--- src/rtl/in_and_out_mem_arbiter_pkg.sv ---
// Shared types for the in/out storage arbiter: address/data types, FSM states, request bundle.
package in_and_out_mem_arbiter_pkg;

    typedef logic [4:0] bSizeT;
    typedef logic [6:0] dSt;

    localparam int unsigned MEM_DEPTH = 32;

    typedef enum logic [1:0] {
        ARB_IDLE,
        ARB_MEM_RD,
        ARB_RSP
    } arbStateT;

    typedef struct packed {
        logic  write;
        bSizeT index;
        dSt    wdata;
    } memReqSt;

endpackage

--- src/rtl/in_and_out_mem_arbiter_rr_arb2.sv ---
// Combinational 2-way round-robin picker; on a tie the requester not granted last wins.
module rr_arb2 (
    input  logic [1:0] valid_i,
    input  logic       last_grant_i,
    output logic [1:0] grant_o
);

    always_comb begin
        grant_o = '0;
        case (valid_i)
            2'b01:   grant_o = 2'b01;
            2'b10:   grant_o = 2'b10;
            2'b11:   grant_o = last_grant_i ? 2'b01 : 2'b10;
            default: grant_o = '0;
        endcase
    end

endmodule

--- src/rtl/in_and_out_mem_arbiter.sv ---
// Two-requester arbiter for a single-port 32 x dSt array with 1-cycle read latency.
// Optional INANDOUT_ARB_STATS_EN adds per-requester saturating grant counters.
module in_and_out_mem_arbiter
    import in_and_out_mem_arbiter_pkg::*;
#(
    parameter int unsigned NUM_REQ   = 2,
    parameter int unsigned MEM_DEPTH = 32
) (
    input  logic              clk,
    input  logic              rst,
`ifdef INANDOUT_ARB_STATS_EN
    input  logic              stats_clr,
    output logic [1:0][15:0]  grant_cnt,
`endif
    input  logic [1:0]        req_valid,
    output logic [1:0]        req_ready,
    input  logic [1:0]        req_write,
    input  bSizeT [1:0]       req_index,
    input  dSt    [1:0]       req_wdata,
    output logic [1:0]        rsp_valid,
    input  logic [1:0]        rsp_ready,
    output dSt                rsp_data,
    output logic              mem_en,
    output logic              mem_we,
    output bSizeT             mem_addr,
    output dSt                mem_wdata,
    input  dSt                mem_rdata
);

    if ((NUM_REQ != 2) || (MEM_DEPTH != 2 ** $bits(bSizeT))) begin : g_bad_cfg
        $error("in_and_out_mem_arbiter: unsupported NUM_REQ/MEM_DEPTH");
    end

    arbStateT   state_q, state_d;
    logic       owner_q;
    logic       last_grant_q;
    logic [1:0] rsp_valid_q;
    dSt         rsp_data_q;

    logic [1:0] grant;
    logic       win;
    logic       accept;
    memReqSt    req_sel;

    rr_arb2 u_rr_arb2 (
        .valid_i      (req_valid),
        .last_grant_i (last_grant_q),
        .grant_o      (grant)
    );

    always_comb begin
        win     = grant[1];
        req_sel = '{write: req_write[win], index: req_index[win], wdata: req_wdata[win]};
        accept  = !rst && (state_q == ARB_IDLE) && (grant != 2'b00);

        req_ready = accept ? grant : 2'b00;
        mem_en    = accept;
        mem_we    = accept && req_sel.write;
        mem_addr  = req_sel.index;
        mem_wdata = req_sel.wdata;

        state_d = state_q;
        case (state_q)
            ARB_IDLE:   if (accept && !req_sel.write) state_d = ARB_MEM_RD;
            ARB_MEM_RD: state_d = ARB_RSP;
            ARB_RSP:    if (rsp_ready[owner_q]) state_d = ARB_IDLE;
            default:    state_d = ARB_IDLE;
        endcase
    end

    always_ff @(posedge clk) begin
        if (rst) begin
            state_q      <= ARB_IDLE;
            owner_q      <= 1'b0;
            last_grant_q <= 1'b1;
            rsp_valid_q  <= '0;
            rsp_data_q   <= '0;
        end else begin
            state_q <= state_d;
            if (accept) begin
                last_grant_q <= win;
                owner_q      <= win;
            end
            if (state_q == ARB_MEM_RD) begin
                rsp_data_q           <= mem_rdata;
                rsp_valid_q[owner_q] <= 1'b1;
            end
            if ((state_q == ARB_RSP) && rsp_ready[owner_q]) begin
                rsp_valid_q <= '0;
            end
        end
    end

    assign rsp_valid = rsp_valid_q;
    assign rsp_data  = rsp_data_q;

`ifdef INANDOUT_ARB_STATS_EN
    logic [1:0][15:0] grant_cnt_q;

    always_ff @(posedge clk) begin
        if (rst || stats_clr) begin
            grant_cnt_q <= '0;
        end else if (accept && (grant_cnt_q[win] != 16'hFFFF)) begin
            grant_cnt_q[win] <= grant_cnt_q[win] + 16'd1;
        end
    end

    assign grant_cnt = grant_cnt_q;
`endif

endmodule

--- config.mk ---
export PLATFORM = sky130hd
export DESIGN_NAME = in_and_out_mem_arbiter
export DESIGN_NICKNAME = d
export VERILOG_FILES = /design/src/rtl/in_and_out_mem_arbiter_pkg.sv /design/src/rtl/in_and_out_mem_arbiter_rr_arb2.sv /design/src/rtl/in_and_out_mem_arbiter.sv
export SDC_FILE = /design/constraint.sdc
export NUM_CORES = 1
export LEC_CHECK = 0
export ABC_AREA = 1
export BUFFER_PORTS_ARGS = -buffer_cell sky130_fd_sc_hd__buf_4
export CORE_MARGIN = 3
export CORE_UTILIZATION = 30
export DETAILED_ROUTE_END_ITERATION = 7
export PLACE_DENSITY = 0.67
export SYNTH_ARGS = -nofsm -noshare
export SYNTH_HDL_FRONTEND = slang
export SYNTH_HIERARCHICAL = 1
export SYNTH_SLANG_ARGS = --single-unit
--- constraint.sdc ---
create_clock -name clk -period 1.2 [get_ports clk]
set_input_delay 0.12 -clock clk [delete_from_list [all_inputs] [get_ports clk]]
set_output_delay 0.12 -clock clk [all_outputs]
set_load 0.005 [all_outputs]
==> impl_metrics.ini, run 1 <==
[run_status]
status = complete, but fails checks
violations = negative setup slack

[route]
detailedRoute.firstPassIterationCount = 4
drtIter0Drc = 8
num_vias = 964
routed_via_density = 4.36
remaining_drc_errors = 0
antenna_violating_nets_post_route = 0
totalWireLength_um = 2450
drt-wirelength-per-cell_um = 11.1

[timing]
timing.final.hold_violations = 0
finalCritPeriodShare_pct = 118
worst_slack_ps = -218
worst_pin_slew_ps = 254
slew_headroom_pct = 83.0
max_clock_freq_mhz = 705
final.setup_skew_ps = 6.10
max_slew_violation_count = 0
number_of_failing_setup_endpoints_in_the_final_timing_report = 16
finalCriticalPeriod_ps = 1420
grt_setup_unrepaired = yes

[setup_path]
cp_cell_sequence = a21oi_4, buf_6, or2_4, nand2_4, inv_1, buf_4
crit_slowest_cell = dfxtp_4
worstPathRequired_ps = 1080
crit_type = flip-flop to output port
worst-r2r-setup-slack_ps = 80
worst_path_largest_cell_delay_ps = 370
origin_of_the_worst_setup_path = last_grant_q
end_kind = output port
arrival_ps = 1300
critical_path.max_fanout = 5
crit-reg2reg-launch = last_grant_q
cp-endpoint = mem_en
critical_path.startpoint_type = flip-flop
r2r-end = last_grant_q
r2r.worst_path.cells = 7

[cts]
cts_buffer_depth = 2
cts_tree = yes
cts_inserted_buffers = 3
worst_skew_pair.late_latency_ps = 280
numClockSinks = 13
worst_setup_hold_path_clk_slew_ps = 80
cts_htree_levels = 1
clock_tree.root_cell = clkbuf_4

[synthesis]
postSynthRegisterBits = 13
postSynthAreaPerCell_sq_um = 5.75
yosys_warnings = 6
synthDominantCellAreaShare_pct = 36.8
ys_top_cells_by_area = dfxtp_1, nand2_1, nor2_1
synth.most_common_cell = nand2_1
yosys.cell_types.count = 14
post_synth_instance_area_sq_um = 707
synth.largest_area_cell = dfxtp_1
synth.net_count = 162
synth.top_cells.by_count = nand2_1, nor2_1, dfxtp_1, inv_1, o21ai_0
asyncSetResetFlopFracSynth_pct = 0
synthCells = 123
synth_flop_cell = dfxtp_1
synth_sequential_area_ratio_pct = 36.8
synth_enable_flop_cells = 0

[final_layout]
multi_input_comb_area_sq_um = 432
ff_latch_area_sq_um = 265
drive_above_1_share_pct = 45.4
design_area_final_sq_um = 1350
antenna-diode-count = 0
num-nets-final = 234
area_growth_pct = 91.0
fin_util_pct = 64.2
finalNonFillerCells = 221
filler_cell_count = 202

[global_route]
via_count_of_the_first_global_routing_pass = 894
grt_antenna_before_repair = 0
grtUsageMet3_pct = 4.09
global_route.usage.met2_pct = 30.5
use_met1_pct = 16.6
grt_max_usage_layer = met2
grt_first_pass_wirelength_um = 3510
grt_overflow_total = 0
grt.total_usage_pct = 16.0
pin_count_of_the_biggest_net_entering_global_routing = 14

[run]
cap_violations = 0

[power_and_ir_drop]
power_density_nw_per_um2 = 899
leakagePower_uw = 0.000763
ir_worst_vdd_mv = 0.489

[floorplan]
floorplan.die.height_um = 54.5
die_area_sq_um = 2980
core_area_sq_um = 2100
die_w_um = 54.5
initial_utilization_pct = 33.6
placementRows = 16
floorplan.io_pins = 64

[placed_design]
detailed_place.area_sq_um = 1230
io_buffer_count = 63
routabilityCongestion = 0.709
place.detailed.hpwl_um = 1950
cell_count_after_placement = 214

[min_path]
timing.hold.worst_path_depth = 2
hold_path.class = input port to flip-flop
==> routing by layer <==
layer	vias up	wire, um
li1	512	-
met1	417	939
met2	30	1350
met3	5	136
met4	0	28
met5	-	0
==> final cells by class <==
| type | instances | share of cell area, % |
|---|---|---|
| clock buffer | 4 | 1.95 |
| inverter | 14 | 3.89 |
| tap | 27 | 2.50 |
| timing repair buffer | 70 | 40.0 |
| sequential | 13 | 19.6 |
| multi-input combinational | 93 | 32.0 |
==> flip-flops by register name (all words and copies together) (netlist names) <==
| name | cells |
|---|---|
| rsp_valid | 2 |
| owner_q | 1 |
| state_q | 2 |
| rsp_data | 7 |
| last_grant_q | 1 |
==> power by group <==
group          leakage, uW  internal [uW]  switching, uW
sequential        0.000107            467           26.2
clock            0.0000150            129            144
combinational     0.000641            256            192
total             0.000763            851            362
==> worst min-delay path by stage <==
stage	start	to	slack, ps
2_1_floorplan	rst	state_q[1]	190
3_5_place_dp	rst	state_q[1]	320
3_3_place_gp	rst	state_q[1]	320
5_1_grt	rst	state_q[1]	50
6_report	rst	state_q[1]	60
4_1_cts	rst	state_q[1]	50
==> cell families after synthesis <==
logic type,share of synthesized area [%]
flip-flops,36.8
buffers and inverters,9.56
AND/OR/NAND/NOR,46.4
AO/OA/AOI/OAI,7.26
==> timing repair <==
item,CTS,global route
resized for setup,13,9
cloned,0,0
setup endpoints to repair,16,19
setup buffers,2,2
pin swaps,3,3
hold buffers,0,0
==> cells in the final DEF, fill, tap and decap left out, types with 2 or more instances in the layout <==
cell type / Yosys / routed
buf_4: 0 / 66
nand2_1: 57 / 52
nor2_1: 20 / 20
inv_1: 13 / 11
dfxtp_1: 13 / 11
o21ai_0: 7 / 7
buf_6: 0 / 4
inv_2: 1 / 3
nand2_2: 0 / 3
clkbuf_4: 0 / 3
nand2_4: 0 / 2
==> critical path: cells and delay by family, from the launching register on <==
family / cells / cell delay [ps]
flops: 1 / 370
buf+inv: 3 / 280
simple gates: 2 / 300
compound gates: 1 / 60
==> through the flow <==
step	hold WS, ps	total power (uW)	TNS [ps]	setup WS [ps]
final	56.1	1210	-3040	-218
after global routing	51.0	1300	-4110	-331
after CTS	46.7	1200	-3270	-234
after detailed placement	321	903	-123	-61.9
after global placement	320	892	-55.2	-29.8
after floorplan	189	657	0	127
No activity file was read; power rests on OpenSTA's default activity.
==> run 2, diff against run 1 <==
--- a/config.mk
+++ b/config.mk
@@ -5,12 +5,11 @@
 export SDC_FILE = /design/constraint.sdc
 export NUM_CORES = 1
 export LEC_CHECK = 0
-export ABC_AREA = 1
 export BUFFER_PORTS_ARGS = -buffer_cell sky130_fd_sc_hd__buf_4
 export CORE_MARGIN = 3
-export CORE_UTILIZATION = 30
+export CORE_UTILIZATION = 36
 export DETAILED_ROUTE_END_ITERATION = 7
-export PLACE_DENSITY = 0.67
+export PLACE_DENSITY = 0.78
 export SYNTH_ARGS = -nofsm -noshare
 export SYNTH_HDL_FRONTEND = slang
 export SYNTH_HIERARCHICAL = 1
==> run 2 against run 1 <==
Compared with the run above:
- the flow still finishes with violations (negative setup slack)
- hold slack gained 37 ps
- via count is 13% lower
- first-iteration DRC count down 38%
- combinational power grew 4.7%
- area after synthesis up 0.35%
- register-to-register slack got worse by 200 ps
- die area fell by 15%
- non-clock buffer count is 2 higher
- clock power decreased by 2%
- total power decreased by 0.14%
- core utilization is 15 points higher
- critical path type unchanged
- largest cell class unchanged
==> impl_metrics.ini, run 2 <==
[run_status]
status = complete, but fails checks
violations = negative setup slack

[cts]
cts_inserted_buffers = 3
cts_htree_levels = 1
worst_skew_pair.late_latency_ps = 270
numClockSinks = 13
cts_buffer_depth = 2
clock_tree.root_cell = clkbuf_4
worst_setup_hold_path_clk_slew_ps = 80
ctsHoldBuffers = 0
cts_tree = yes

[setup_path]
critical_path.max_fanout = 7
cp_cell_sequence = a21boi_4, buf_6, mux2_4, buf_6
crit_type = flip-flop to output port
r2r-end = last_grant_q
critical_path.startpoint_type = flip-flop
end_kind = output port
cp-endpoint = mem_addr[4]
origin_of_the_worst_setup_path = last_grant_q
worst_path_largest_cell_delay_ps = 350
worstPathRequired_ps = 1080
arrival_ps = 1410
r2r.worst_path.cells = 6
crit_slowest_cell = dfxtp_2
crit-reg2reg-launch = last_grant_q
worst-r2r-setup-slack_ps = -120
cp_common_cell = buf_6

[placed_design]
io_buffer_count = 63
cell_count_after_placement = 168
detailed_place.area_sq_um = 1240
post-place-ws_ps = -160
place.detailed.hpwl_um = 1780
routabilityCongestion = 0.656

[timing]
slew_headroom_pct = 82.6
timing.final.hold_violations = 0
final.setup_skew_ps = 3.76
holdWs_ps = 92.9
max_slew_violation_count = 0
finalCriticalPeriod_ps = 1530
worst_slack_ps = -335
max_clock_freq_mhz = 652
finalCritPeriodShare_pct = 128
number_of_failing_setup_endpoints_in_the_final_timing_report = 18
worst_pin_slew_ps = 260
grt_setup_unrepaired = yes

[route]
remaining_drc_errors = 0
totalWireLength_um = 2450
antenna_violating_nets_post_route = 0
detailroute.wirelength.met3_um = 339
route.top_layer_used = met4
routedLengthMet1_um = 908
num_vias = 840
detailedRoute.firstPassIterationCount = 4
met2_wire_length_um = 1160
routed_via_density = 4.80
drt-wirelength-per-cell_um = 14.0
drtIter0Drc = 5

[synthesis]
yosys.cell_types.count = 23
synthCells = 78
yosys_warnings = 6
ys_top_cells_by_area = dfxtp_1, mux2_2, nand2_1
synth.most_common_cell = nand2_1
synth_sequential_area_ratio_pct = 36.7
postSynthRegisterBits = 13
postSynthAreaPerCell_sq_um = 9.10
synth.top_cells.by_count = nand2_1, dfxtp_1, mux2_2
synth.largest_area_cell = dfxtp_1
synth_enable_flop_cells = 0
post_synth_instance_area_sq_um = 709
synth_flop_cell = dfxtp_1
synth.net_count = 117
asyncSetResetFlopFracSynth_pct = 0
synthDominantCellAreaShare_pct = 36.7

[final_layout]
area_growth_pct = 102
number_of_flip_flops_in_the_largest_register = 7
design_area_final_sq_um = 1430
drive_above_1_share_pct = 68.7
finalNonFillerCells = 175
antenna-diode-count = 0
layout_common_cells = buf_4, buf_6, nand2_1
num-nets-final = 190
mostFrequentLayoutCell = buf_4
filler_cell_count = 114

[global_route]
grt_overflow_total = 0
pin_count_of_the_biggest_net_entering_global_routing = 14
grt_antenna_before_repair = 0
grt_first_pass_wirelength_um = 4040
grt.total_usage_pct = 20.8
via_count_of_the_first_global_routing_pass = 900

[floorplan]
initial_utilization_pct = 39.4
die_area_sq_um = 2540
core_area_sq_um = 1800
floorplan.die.height_um = 50.4
floorplan.io_pins = 64
die_w_um = 50.4
placementRows = 15

[run]
cap_violations = 0

[power_and_ir_drop]
ir_worst_vdd_mv = 0.471
leakagePower_uw = 0.000699
finalPower_uw = 1210
power_density_nw_per_um2 = 847

[min_path]
hold_path.class = input port to flip-flop
## run 2: cell count changes in the layout (fill, tap and decap cells not counted), moves of 7 or more
cell	before	now
nor2_1	20	1
buf_6	4	15
o21ai_0	7	0
nand2_1	52	14
buf_4	66	57
a21oi_1	1	10
mux2_4	0	12
## run 2: how the worst min path moves through the flow
stage / startpoint / endpoint / cells past startpoint
3_5_place_dp: mem_rdata[3] / rsp_data[3] / 3
3_3_place_gp: mem_rdata[6] / rsp_data[6] / 3
4_1_cts: mem_rdata[3] / rsp_data[3] / 3
2_1_floorplan: rst / rsp_valid[0] / 1
5_1_grt: mem_rdata[0] / rsp_data[0] / 3
6_report: mem_rdata[0] / rsp_data[0] / 3
## run 2: critical path: cells and delay by family (launching register included)
family	cells	cell delay, ps
flip-flops	1	350
multiplexers	1	320
buffers and inverters	2	300
AO/OA/AOI/OAI	1	190
## run 2: cell type report
type / count / area, sq um / area share, %
Clock buffer: 3 / 22.5 / 1.57
Clock inverter: 1 / 5.00 / 0.350
Inverter: 7 / 28.8 / 2.01
Multi-Input combinational cell: 54 / 484 / 33.9
Sequential cell: 13 / 262 / 18.3
Tap cell: 25 / 31.3 / 2.19
Timing Repair Buffer: 72 / 597 / 41.7
## run 2: cell families after synthesis
logic type,Yosys count,share of synthesized area [%]
and+or+nand+nor,23,18.0
AOI/OAI and AO/OA,17,16.6
muxes,14,21.9
DFF,13,36.7
buffers and inverters,11,6.88
## run 2: metal layers
layer / vias up / GRT usage (%)
li1: 410 / -
met1: 370 / 20.7
met2: 56 / 37.0
met3: 4 / 10.4
met4: 0 / 7.17
met5: - / 0
## run 2: stage by stage
stage	util (%)	TNS (ps)
global route	79.4	-5770
detailed placement	68.6	-2070
finish	79.4	-4710
CTS	78.8	-4360
floorplan	-	0
global placement	68.6	-1150
## run 2: report_power, final
part	internal [uW]	total (uW)	switching, uW
combinational	304	469	165
sequential	457	476	19.1
clock	123	266	143
## run 2: what timing repair did
action / in CTS / in global routing
setup buffers: 2 / 0
pin swaps: 3 / 0
gates resized for setup: 38 / 3
cloned: 1 / 0
endpoints found under the setup margin: 17 / 25
==> run 3, diff against run 2 <==
--- a/config.mk
+++ b/config.mk
@@ -5,6 +5,7 @@
 export SDC_FILE = /design/constraint.sdc
 export NUM_CORES = 1
 export LEC_CHECK = 0
+export ABC_AREA = 1
 export BUFFER_PORTS_ARGS = -buffer_cell sky130_fd_sc_hd__buf_4
 export CORE_MARGIN = 3
 export CORE_UTILIZATION = 36
==> run 3 against run 2 <==
Compared with the run above:
- the run still ends with negative setup slack left
- combinational power shrank 4.5%
- clock-buffer cell count grew 1
- hold slack lost 42 ps
- clock power grew 4%
- sequential power grew 3%
- largest cell class unchanged
==> impl_metrics.ini, run 3 (synthesized netlist as in run 1, its figures left out) <==
[cts]
cts_buffer_depth = 2
worst_skew_pair.late_latency_ps = 270
worst_setup_hold_path_clk_slew_ps = 80
ctsHoldBuffers = 0
cts_inserted_buffers = 3
clock_tree.root_cell = clkbuf_4
numClockSinks = 13
cts_htree_levels = 1
cts_tree = yes

[final_layout]
area_growth_pct = 90.4
drive_above_1_share_pct = 43.4
layout_common_cells = buf_4, nand2_1, nor2_1
design_area_final_sq_um = 1350
number_of_flip_flops_in_the_largest_register = 7
antenna-diode-count = 0
mostFrequentLayoutCell = buf_4
num-nets-final = 236

[setup_path]
r2r.worst_path.cells = 8
arrival_ps = 1310
critPathBufInv = 3
worstPathRequired_ps = 1080
cp_num_cells = 7
cp_cell_sequence = a21oi_4, inv_2, nand2_1, nand2_1, inv_1, nor2_1, buf_4
cp_top_delay_family = flip-flops
cp_common_cell = nand2_1
end_kind = output port
critical_path.max_fanout = 13
critical_path.startpoint_type = flip-flop
worst_path_largest_cell_delay_ps = 360
crit_slowest_cell = dfxtp_4
crit_type = flip-flop to output port

[run_status]
violations = negative setup slack
status = complete, but fails checks

[global_route]
global_route.usage.met2_pct = 37.4
grt_overflow_total = 0
grtUsageMet3_pct = 4.75
grt_first_pass_wirelength_um = 3820
via_count_of_the_first_global_routing_pass = 1011
use_met1_pct = 19.6
grt.total_usage_pct = 19.1
grt_max_usage_layer = met2
pin_count_of_the_biggest_net_entering_global_routing = 14
grt_antenna_before_repair = 0

[route]
drtIter0Drc = 10
remaining_drc_errors = 0
totalWireLength_um = 2310
drt-wirelength-per-cell_um = 10.5
routed_via_density = 4.52
num_vias = 1000
antenna_violating_nets_post_route = 0
detailedRoute.firstPassIterationCount = 4

[floorplan]
initial_utilization_pct = 39.6
floorplan.die.height_um = 50.3
placementRows = 15
core_area_sq_um = 1780
floorplan.io_pins = 64
die_area_sq_um = 2530
die_w_um = 50.3

[timing]
slew_headroom_pct = 84.1
timing.final.hold_violations = 0
worst_pin_slew_ps = 238
max_slew_violation_count = 0
grt_setup_unrepaired = yes
number_of_failing_setup_endpoints_in_the_final_timing_report = 17
worst_slack_ps = -234
max_clock_freq_mhz = 698
finalCriticalPeriod_ps = 1430
finalCritPeriodShare_pct = 119
final.setup_skew_ps = 1.40

[placed_design]
post-place-ws_ps = -125
routabilityCongestion = 0.749
place.detailed.hpwl_um = 1820
detailed_place.area_sq_um = 1250
io_buffer_count = 63

[power_and_ir_drop]
ir_worst_vdd_mv = 0.435
leakagePower_uw = 0.000767
power_density_nw_per_um2 = 904

[run]
cap_violations = 0

[min_path]
hold_path.class = input port to flip-flop
timing.hold.worst_path_depth = 2
[run 3: cell count changes in the layout (fill, tap and decap cells not counted), moves of 6 or more]
cell / before / now
nand2_1: 14 / 55
o21ai_0: 0 / 7
nor2_1: 1 / 20
mux2_4: 12 / 0
buf_6: 15 / 1
inv_1: 6 / 12
buf_4: 57 / 70
a21oi_1: 10 / 1
[run 3: area by class of cell]
class | count | area (sq um)
repair buffers | 72 | 557
fillers | 153 | 437
multi-input cells | 93 | 414
flip-flops and latches | 13 | 265
inverters | 14 | 52.6
well taps | 25 | 31.3
clock buffers | 4 | 26.3
[run 3: timing repair]
item,in CTS,in global routing
gates resized for setup,11,2
pin swaps,6,2
hold endpoints to repair,0,0
setup endpoints to repair,16,20
setup buffers,4,0
[run 3: path summary, 6_finish.rpt]
path	startpoint	end	slack, ps
setup / recovery	last_grant_q	mem_we	-230
hold / removal	rst	state_q[1]	50
setup reg to reg	last_grant_q	state_q[0]	-130
hold reg to reg	rsp_data[5]	rsp_data[5]	490
[run 3: per-layer routing]
metal  share of wire, %  routed length, um
met1                 38                879
met2                 50               1170
met3                 11                257
met4               0.35                  8
met5                  0                  0
[run 3: where the power goes]
part,internal [uW],leakage (uW),switching [uW]
registers,467,0.000107,25.5
logic,263,0.000645,185
clock network,129,0.0000150,148
[run 3: worst reg2reg max path: cells and delay by family (launching register included)]
kind	cells	cell delay, ps
AND/OR/NAND/NOR	3	230
buffers and inverters	4	510
flip-flops	1	360
AO/OA/AOI/OAI	1	180
[run 3: per-stage QoR]
step                hold WS, ps  power, uW  TNS [ps]  utilization, %  std cells
finish                     50.9       1220     -3140            75.5        221
global route               60.4       1290     -4210            75.5        221
CTS                        40.0       1220     -2930            75.3        221
detailed placement          320        909      -458            69.9        213
global placement            315        901     -73.2            69.9        213
floorplan                   189        657         0               -        123
